## src/rtl/spram_pkg.sv

```systemverilog
// Shared constants for the single-port RAM arbiter: port IDs, default sizes
// and a saturating increment used by the optional statistics counters.
package spram_pkg;

  localparam int AW_DEF = 14;
  localparam int DW_DEF = 16;

  typedef enum logic {
    PORT_A = 1'b0,
    PORT_B = 1'b1
  } port_e;

  function automatic logic [15:0] sat_inc16(input logic [15:0] v);
    return (v == 16'hFFFF) ? v : v + 16'd1;
  endfunction

endpackage

```

## src/rtl/spram_rr_arb.sv

```systemverilog
// Two-input round-robin grant: a lone requester always wins, and on contention
// the port named by the pointer wins.
module spram_rr_arb
  import spram_pkg::*;
(
  input  logic [1:0] req,
  input  logic       pointer,
  output logic [1:0] gnt
);

  // Grant decode; the pointer only matters when both ports request.
  always_comb begin
    gnt = 2'b00;
    case (req)
      2'b01:   gnt = 2'b01;
      2'b10:   gnt = 2'b10;
      2'b11:   gnt = (pointer == PORT_A) ? 2'b01 : 2'b10;
      default: gnt = 2'b00;
    endcase
  end

endmodule

```

## src/rtl/spram_arb.sv

```systemverilog
// Two-port front end sharing one single-port RAM with one-cycle read latency.
// Optional grant/conflict statistics are built when SPRAM_ARB_STATS_EN is defined.
module spram_arb
  import spram_pkg::*;
#(
  parameter int AW = AW_DEF,
  parameter int DW = DW_DEF
) (
  input  logic          clk,
  input  logic          rst_n,
  input  logic          a_req_valid,
  output logic          a_req_ready,
  input  logic          a_req_we,
  input  logic [AW-1:0] a_req_addr,
  input  logic [DW-1:0] a_req_wdata,
  output logic          a_rsp_valid,
  output logic [DW-1:0] a_rsp_rdata,
  input  logic          b_req_valid,
  output logic          b_req_ready,
  input  logic          b_req_we,
  input  logic [AW-1:0] b_req_addr,
  input  logic [DW-1:0] b_req_wdata,
  output logic          b_rsp_valid,
  output logic [DW-1:0] b_rsp_rdata,
  output logic          mem_cs,
  output logic          mem_wren,
  output logic [AW-1:0] mem_addr,
  output logic [DW-1:0] mem_din,
  input  logic [DW-1:0] mem_dout,
  output logic [15:0]   cnt_a,
  output logic [15:0]   cnt_b,
  output logic [15:0]   cnt_conflict
);

  logic [1:0] w_req;
  logic [1:0] w_gnt;
  logic       w_conflict;
  logic       w_rd_gnt;
  logic       r_ptr;
  logic       r_pend;
  logic       r_pid;

  // Requests are masked while in reset so nothing is granted or issued.
  assign w_req      = {b_req_valid, a_req_valid} & {2{rst_n}};
  assign w_conflict = (w_req == 2'b11);

  spram_rr_arb u_rr (
    .req     (w_req),
    .pointer (r_ptr),
    .gnt     (w_gnt)
  );

  assign a_req_ready = w_gnt[0];
  assign b_req_ready = w_gnt[1];
  assign w_rd_gnt    = (w_gnt[0] & ~a_req_we) | (w_gnt[1] & ~b_req_we);

  // RAM command mux: the granted port's request, all zeros when idle.
  always_comb begin
    mem_cs   = 1'b0;
    mem_wren = 1'b0;
    mem_addr = '0;
    mem_din  = '0;
    if (w_gnt[0]) begin
      mem_cs   = 1'b1;
      mem_wren = a_req_we;
      mem_addr = a_req_addr;
      mem_din  = a_req_wdata;
    end else if (w_gnt[1]) begin
      mem_cs   = 1'b1;
      mem_wren = b_req_we;
      mem_addr = b_req_addr;
      mem_din  = b_req_wdata;
    end else begin
      mem_cs   = 1'b0;
    end
  end

  // Priority pointer flips only after a contested grant.
  always_ff @(posedge clk or negedge rst_n) begin
    if (!rst_n) begin
      r_ptr <= PORT_A;
    end else if (w_conflict) begin
      r_ptr <= ~r_ptr;
    end else begin
      r_ptr <= r_ptr;
    end
  end

  // Read-pending tracker; the RAM returns data the cycle after the grant.
  always_ff @(posedge clk or negedge rst_n) begin
    if (!rst_n) begin
      r_pend <= 1'b0;
      r_pid  <= PORT_A;
    end else begin
      r_pend <= w_rd_gnt;
      if (w_rd_gnt) begin
        r_pid <= w_gnt[1];
      end else begin
        r_pid <= r_pid;
      end
    end
  end

  assign a_rsp_valid = r_pend & (r_pid == PORT_A);
  assign b_rsp_valid = r_pend & (r_pid == PORT_B);
  assign a_rsp_rdata = a_rsp_valid ? mem_dout : '0;
  assign b_rsp_rdata = b_rsp_valid ? mem_dout : '0;

`ifdef SPRAM_ARB_STATS_EN
  logic [15:0] r_cnt_a;
  logic [15:0] r_cnt_b;
  logic [15:0] r_cnt_conflict;

  // Saturating grant and contention statistics.
  always_ff @(posedge clk or negedge rst_n) begin
    if (!rst_n) begin
      r_cnt_a        <= 16'h0000;
      r_cnt_b        <= 16'h0000;
      r_cnt_conflict <= 16'h0000;
    end else begin
      r_cnt_a        <= w_gnt[0]   ? sat_inc16(r_cnt_a)        : r_cnt_a;
      r_cnt_b        <= w_gnt[1]   ? sat_inc16(r_cnt_b)        : r_cnt_b;
      r_cnt_conflict <= w_conflict ? sat_inc16(r_cnt_conflict) : r_cnt_conflict;
    end
  end

  assign cnt_a        = r_cnt_a;
  assign cnt_b        = r_cnt_b;
  assign cnt_conflict = r_cnt_conflict;
`else
  assign cnt_a        = 16'h0000;
  assign cnt_b        = 16'h0000;
  assign cnt_conflict = 16'h0000;
`endif

endmodule
```

## config.mk

```make
export PLATFORM = sky130hd
export DESIGN_NAME = spram_arb
export DESIGN_NICKNAME = d
export VERILOG_FILES = /design/src/rtl/spram_pkg.sv /design/src/rtl/spram_rr_arb.sv /design/src/rtl/spram_arb.sv
export SDC_FILE = /design/constraint.sdc
export NUM_CORES = 1
export LEC_CHECK = 0
export CORE_ASPECT_RATIO = 1.25
export CORE_MARGIN = 5
export CORE_UTILIZATION = 24
export CTS_BUF_LIST = sky130_fd_sc_hd__clkbuf_8
export DETAILED_ROUTE_END_ITERATION = 12
export GPL_ROUTABILITY_DRIVEN = 0
export PLACE_DENSITY = 0.9
export SLEW_MARGIN = 20
export SYNTH_ARGS = -nofsm -noshare
export SYNTH_HDL_FRONTEND = slang
export SYNTH_HIERARCHICAL = 1
export SYNTH_SLANG_ARGS = --single-unit
```

## constraint.sdc

```tcl
create_clock -name clk -period 2.2 [get_ports clk]
set_input_delay 0.44 -clock clk [delete_from_list [all_inputs] [get_ports clk]]
set_output_delay 0.44 -clock clk [all_outputs]
set_load 0.1 [all_outputs]
```

=== Yosys cells after proc, flatten, opt, wreduce, memory -nomap -nowiden ===
Index checks and enable logic that the tools add are counted.

* Bitwise gates (word level): 10
* Eq/ne operators: 3
* Mux-type cells: 12

{| class="wikitable"
|+ Operators with widths
! kind !! number
|-
| 16-bit 2-to-1 mux || 4
|-
| 14-bit 2-to-1 mux || 2
|-
| 2-bit one-hot mux with 3 select lines || 1
|-
| 1-bit bitwise AND || 4
|-
| 2-bit equality test (second input constant) || 2
|-
| 1-bit 2-to-1 mux || 4
|-
| 1-bit NOT || 4
|-
| 2-bit bitwise AND || 1
|-
| 2-bit by 1-bit equality test with 1-bit output (second input constant) || 1
|-
| 2-bit 2-to-1 mux || 1
|-
| 1-bit bitwise OR || 1
|}

* Register bits after elaboration: 3
* Bits of input ports: 82

=== Logic depth before layout (Yosys ltp) ===
* Word-level depth: 5
* Depth in mapped cells: 6
* Mapped depth without buffers: 5

=== By module ===
Netlist, hierarchy kept.

{| class="wikitable"
|+ Modules (own cells, without submodules)
! module !! instances !! seq. area each (um^2) !! area each (um^2) !! cells an instance
|-
| spram_arb || 1 || 75.1 || 1131.1 || 160
|-
| spram_rr_arb || 1 || 0.0 || 18.8 || 3
|}

=== Worst setup path before layout ===
No wires, ideal clock.

* Path type: input to output
* Start point: input a_req_valid
* End point: output mem_addr[12]
* Path slack: -2.626 ns
* Stages on the path: 6
* Buffers on the path: 2
* Arrival time: 4.386 ns
* Path through: and2_1 > a21boi_0 > buf_6 > buf_2 > nand2_1 > o21ai_1

* Elaborated cells on any way between the ends: 7
* Those cells by class: eq/ne: 3; mux: 3; bitwise: 1

{| class="wikitable"
|+ RTL lines
! element !! line !! source
|-
| start, declared || spram_arb.sv:11 || <nowiki>input logic a_req_valid,</nowiki>
|-
| 2-bit bitwise AND (*) || spram_arb.sv:44 || <nowiki>assign w_req = {b_req_valid, a_req_valid} & {2{rst_n}};</nowiki>
|-
| 2-bit equality test / 2-bit by 1-bit equality test with 1-bit output (equally long branches) || spram_rr_arb.sv:14 || <nowiki>case (req)</nowiki>
|-
| 2-bit one-hot mux with 3 select lines (*) || spram_rr_arb.sv:14 ||
|-
| named net a_req_ready || spram_arb.sv:12 || <nowiki>output logic a_req_ready,</nowiki>
|-
| 14-bit 2-to-1 mux (*) || spram_arb.sv:63 || <nowiki>if (w_gnt[0]) begin</nowiki>
|-
| end, declared || spram_arb.sv:27 || <nowiki>output logic [AW-1:0] mem_addr,</nowiki>
|}

Mark *: on every way through the listed nets, which the timed path passes. The rest lies on a longest branch.

=== Worst setup path after layout ===
* Start point: input rst_n
* End point: output mem_din[14]

* Longest elaborated chain between the ends: 5
* Elaborated cells on any way between the ends: 7
* Those cells by class: eq/ne: 3; mux: 3; bitwise: 1

{| class="wikitable"
|+ Ends and longest elaborated chain
! element !! line !! source
|-
| start, declared || spram_arb.sv:10 || <nowiki>input logic rst_n,</nowiki>
|-
| 2-bit bitwise AND (*) || spram_arb.sv:44 ||
|-
| named net w_req[0] || spram_arb.sv:35 || <nowiki>logic [1:0] w_req;</nowiki>
|-
| 2-bit equality test / 2-bit by 1-bit equality test with 1-bit output (equally long branches) || spram_rr_arb.sv:14 ||
|-
| 2-bit one-hot mux with 3 select lines (*) || spram_rr_arb.sv:14 ||
|-
| 16-bit 2-to-1 mux || spram_arb.sv:68 || <nowiki>end else if (w_gnt[1]) begin</nowiki>
|-
| 16-bit 2-to-1 mux (*) || spram_arb.sv:63 ||
|-
| end, declared || spram_arb.sv:28 || <nowiki>output logic [DW-1:0] mem_din,</nowiki>
|}

Marked as above.

==> metrics <==
nets=402; maxcap violations=0; vias in the first global route=1746; Unique masters post-synth=25; final hold vios=0; fin crit period=2.145 ns; GRT overflow=0; Lkg Pwr=1.704 nW; Initial Util=0.2449; Yosys warnings=6; top cells by area, synth=buf_4 31%, a22o_1 23%, and3_1 8.7%; Num CTS Buffers=3; first-pass GRT wire length=9.308 mm; cell count of the worst reg-to-reg path=6; setup_tns=0 ns; Sink Count=3; CTS tree=built; initial DRC count=46; WL/cell=16.87 um; largest net degree at the start of global routing=35; row cnt=28; sw power=0.001438 W; Sw Share=0.6213; Synth area leader=buf_4; CTS HTree Levels=1; core area=0.004695 sq mm; CTS clk-pin slew, worst paths=0.03 ns; hold_ws=0.09136 ns; Synth Register Bits=3; status=complete, no violations; r2r setup slk=0.75 ns; post-synth top area share=0.3134; Max Slew Vio Count=0; worst flop-to-flop path endpoint=r_pid; synth cell count leaders=48 x buf_4, 30 x a22o_1, 19 x nand2_1; HP Class=input pin to async pin; VDD IR max=408.9 uV; die area=0.006284 sq mm; Area Growth Syn to Fin=223.0%; P per Cell Area=623.5 mW/mm^2; RSZ-0062 raised after global routing=no; clk_lat worst skew=0.22 ns; Die W=71.91 um; diodes inserted=0; CP Data Required Time=1.76 ns; layout filler cell count=281; reg2reg start=r_ptr; Async SR Flop Fraction=1.000; Post-DP HPWL=5.568 mm; DR vias/cell=4.375; Pint=0.0008769 W; Port Buffers=149; Crit. End Element=output port; initial antenna violation count=0; Clk pwr share=0.069; GR Util All Layers=0.1920; Post-Synthesis Cells=163; Slowest-stage cell, CP=bufbuf_16; CP Class=input pin to output port; Top delay family on crit path=buffers and inverters; # IOs=198; number of synthesized flops with an enable pin=0; combinational cell fraction of total power=0.893; total power=0.002315 W; clock root cell=clkbuf_8; Worst Path Arrival=1.71 ns; Synth Cell Area=0.001150 sq mm; clock buffer depth=2; First-pass DRT Iterations=4; critical-path maximum fanout=16; most frequent cell after synthesis=buf_4; Seq pwr share=0.038; layout cell share with drive strength beyond 1=0.4639; crit path cell chain=buf_6 -> and2_4 -> a21boi_4 -> buf_4 -> bufbuf_16 -> a22o_4 -> buf_12; residual DRC count=0; f_max=466.1 MHz; Startpoint Class=input pin; sequential-to-total area share from yosys stat=0.06529; routed wire length=6.392 mm; fin crit share=0.9752; Syn Area/Cell=7.054 sq um; # setup viols final=0; die height=87.39 um; via count=1658; CP Buf/Inv Count=4; Post-synth top flop=dfrtp_1; ANT nets after route=0; Max stage delay on crit path=0.29 ns; Clock Skews=0.001264 ns
-- cells in the final DEF (no fill, tap or decap), types with 2 or more instances in the layout --
cell              n
dfrtp_1           3
buf_12           72
a22o_4           30
nor2_2           16
nand2_1          18
clkbuf_8          3
buf_2             2
a21boi_4          2
and3_1           16
inv_1             2
buf_4            11
conb_1           48
buf_6             3
clkdlybuf4s50_1  78
and2_4            2
-- worst max-delay path by stage --
stage	start	end	depth (start not counted)
finish	rst_n	mem_din[14]	7
detailed placement	rst_n	mem_addr[12]	7
global placement	rst_n	mem_addr[12]	7
global route	rst_n	mem_din[0]	7
CTS	rst_n	mem_din[13]	10
floorplan	b_req_valid	mem_addr[0]	6
-- repair_timing --
action,4_1_cts,5_1_grt
endpoints found under the setup margin,33,27
cloned,2,0
pin swaps,7,3
gates resized for setup,16,1
hold buffers,0,0
endpoints found under the hold margin,0,0
buffers inserted,8,0
-- registers in the layout (all words and copies together) (netlist names) --
register,count
r_pend,1
r_pid,1
r_ptr,1
-- layout make-up --
| class | count | area (sq um) | share of cell area |
|---|---|---|---|
| inverters | 2 | 10.01 | 0.002695 |
| well taps | 60 | 75.07 | 0.02022 |
| flip-flops and latches | 3 | 75.07 | 0.02022 |
| clock buffers | 3 | 41.29 | 0.01112 |
| multi-input cells | 143 | 1127 | 0.3036 |
| clock inverters | 1 | 3.754 | 0.001011 |
| repair buffers | 167 | 2381 | 0.6412 |
-- power by group through the flow --
stage | clock [W] | sequential [W] | combinational, W
CTS | 0.000164 | 0.0000873 | 0.00209
finish | 0.000160 | 0.0000873 | 0.00207
floorplan | 0 | 0.0000866 | 0.00146
global placement | 0 | 0.0000874 | 0.00201
detailed placement | 0 | 0.0000884 | 0.00204
global route | 0.000165 | 0.0000901 | 0.00212
-- cell families (layout without fill, tap and decap cells) --
kind of cell / after synthesis / count (layout) / synth area share
XOR/XNOR: 1 / 1 / 0.007618
AND/OR/NAND/NOR: 58 / 58 / 0.2514
flip-flops: 3 / 3 / 0.06529
other: 1 / 48 / 0.003261
buffers and inverters: 64 / 173 / 0.4113
AO/OA/AOI/OAI: 36 / 36 / 0.2611
-- layer usage --
layer | wire length, um | track usage
met1 | 1893 | 0.1800
met2 | 3352 | 0.3612
met3 | 1039 | 0.1016
met4 | 106 | 0.04786
met5 | 0 | 0
-- metrics by stage --
step | worst slack (ns) | cells | cell area, sq um | utilization
after floorplan | -0.2384 | 210 | 1692 | -
after global placement | -0.3020 | 368 | 3575 | 0.7615
after detailed placement | -0.3589 | 368 | 3575 | 0.7615
after CTS | 0.01925 | 381 | 3759 | 0.8006
after global routing | 0.01753 | 379 | 3714 | 0.7910
final | 0.05464 | 379 | 3714 | 0.7910
Note: power is estimated with default switching activity, not from simulation.
==> RTL edit: new RTL, config.mk and constraints unchanged <==
Set the package constant `DW_DEF` to 24 (it was 16).
--- a/src/rtl/spram_pkg.sv
+++ b/src/rtl/spram_pkg.sv
@@ -5,3 +5,3 @@
   localparam int AW_DEF = 14;
-  localparam int DW_DEF = 16;
+  localparam int DW_DEF = 24;
 
Interface: changed (6 resized); port bits go from 198 to 246. The function was not compared with the original's and may differ.
==> RTL edit against the original RTL <==
  * The flow now finishes with violations (setup timing)
  * Power is 27% higher
  * Setup slack worse by 79 ps
  * Worst hold slack better by 4.5 ps
  * Via count is 38% higher
  * Wire length is 77% higher
  * Sequential power is 17% higher
  * Design area is 30% higher
  * Sequential cell count stayed put
  * Count of clock-buffer cells in the layout stayed put
  * Sequential share of layout area is 0.41 points lower
  * Clock skew is 0.60 ps lower
  * Maximum frequency is 3.6% lower
  * Area after synthesis is 15% higher
  * Register-to-register slack worse by 150 ps
  * Largest cell class unchanged
  * Largest power group unchanged
==> RTL edit: results (changes against the original RTL) <==
| Metric | Value |
|---|---|
| Result of the run | `finished with violations (was completed)` |
| Violations in the final reports | `setup timing` |
| Worst vdd rail ir drop | `0.348 mV (was 0.409 mV)` |
| Highest cell delay on the worst timing path | `170 ps (was 290 ps)` |
| Share of synthesized area occupied by flip-flops and latches | `5.68% (was 6.53%)` |
| Multi-Input Combinational | `175 (was 143)` |
| R2r worst-path depth | `7 (was 6)` |
| Pin count of the biggest net entering global routing | `51 (was 35)` |
| Leading post-synthesis cells by cell area | `buf_4 28%, a22o_1 25%, and3_1 11% (was buf_4 31%, a22o_1 23%, and3_1 8.7%)` |
| Met3 wire length | `1170 um (was 1040 um)` |
| # placed instances | `451 (was 368)` |
| Most common library cells after synthesis | `49 x buf_4, 38 x a22o_1, 27 x nand2_1 (was 48 x buf_4, 30 x a22o_1, 19 x nand2_1)` |
| Fill cell total of the finished layout | `200 (was 281)` |
| DRC violation total after the first TritonRoute iteration | `92 (was 46)` |
| Total number of nets in the final design | `514 (was 402)` |
| Worst EP arrival | `1780 ps (was 1710 ps)` |
| Setup violation total in the final timing report | `5 (was 0)` |
| Number of distinct library cells after synthesis | `24 (was 25)` |
| Power of the combinational group | `2.68 mW (was 2.07 mW)` |
| Via count of the first global-routing pass | `2627 (was 1746)` |
| Smallest setup slack after layout | `-24.7 ps (was 54.6 ps)` |
| M2 GR Usage | `57.2% (was 36.1%)` |
| Non-Clock Buffer Area Fraction | `66.9% (was 64.1%)` |
| Drt wl/cell | `24.0 um (was 16.9 um)` |
| First-pass GRT wire length | `16600 um (was 9310 um)` |
| Largest fanout on the critical path | `6 (was 16)` |
| Overall routing resource usage | `30.6% (was 19.2%)` |
| Aggregate routed wire length | `11300 um (was 6390 um)` |
| Cell with the largest stage delay on the worst path | `and2_4 (was bufbuf_16)` |
| Buffers outside the clock class | `223 (was 167)` |
| Final clock-cell share | `0.933% (was 1.21%)` |
| Multi-input gate share of the layout cell area | `28.7% (was 30.4%)` |
| I/O Buffers | `197 (was 149)` |
| Grt met1 use | `29.8% (was 18.0%)` |
| DPL Wire Length | `8430 um (was 5570 um)` |
| Sequential standard cell area | `77.6 um^2 (was 75.1 um^2)` |
| Root Driver | `clkbuf_8 (unchanged)` |
| CP startpoint | `a_req_valid (was rst_n)` |
| Total internal power | `1.11 mW (was 0.877 mW)` |
| Total leakage power | `2.19 nW (was 1.70 nW)` |
| Sum of met2 wire segment lengths after detailed routing | `6080 um (was 3350 um)` |
| Combinational group share of total power | `91.2% (was 89.3%)` |
| Setup skew after layout | `0.666 ps (was 1.26 ps)` |
[RTL edit: changes by cell type in the layout (fill, tap and decap cells not counted), moves of 3 or more]
cell	delta
and3_1	+8
nor2_2	+8
buf_16	+4
buf_12	+23
nand2_1	+9
a22o_4	+8
buf_6	+4
buf_4	+3
clkdlybuf4s50_1	+24
[RTL edit: repair_timing]
action	CTS	global route
buffers inserted	11	2
gates cloned	5	0
endpoints found under the setup margin	41	37
gates resized for setup	24	3
hold buffers	0	0
pin swaps	7	8
[RTL edit: kinds of logic (layout without fill, tap and decap cells)]
kind of cell,count (synthesis),count (layout),synth area share [%]
AND/OR/NAND/NOR,82,82,29.5
other,1,48,0.284
flip-flops,3,3,5.68
AO/OA/AOI/OAI,44,44,28.0
buffers and inverters,69,229,35.8
XOR/XNOR,1,1,0.663
[RTL edit: worst max-delay path by stage]
| stage | endpoint | slack, ps | depth (start not counted) |
|---|---|---|---|
| 6_report | mem_din[20] | -20 | 10 |
| 5_1_grt | mem_din[20] | -40 | 10 |
| 4_1_cts | mem_din[1] | 3 | 10 |
| 3_5_place_dp | mem_addr[12] | -330 | 7 |
| 3_3_place_gp | mem_addr[12] | -290 | 7 |
| 2_1_floorplan | mem_addr[0] | -310 | 7 |
[RTL edit: through the flow]
| step | util [%] | area, um^2 | hold WS (ps) | setup TNS (ps) | setup WS, ps |
|---|---|---|---|---|---|
| after floorplan | - | 1950 | 144 | -11580 | -311 |
| after global placement | 84.2 | 4550 | 537 | -10520 | -288 |
| after global routing | 89.3 | 4830 | 86.6 | -282 | -43.8 |
| after CTS | 89.6 | 4840 | 96.9 | 0 | 2.67 |
| final | 89.3 | 4830 | 95.9 | -46.4 | -24.7 |
| after detailed placement | 84.2 | 4550 | 589 | -12540 | -333 |
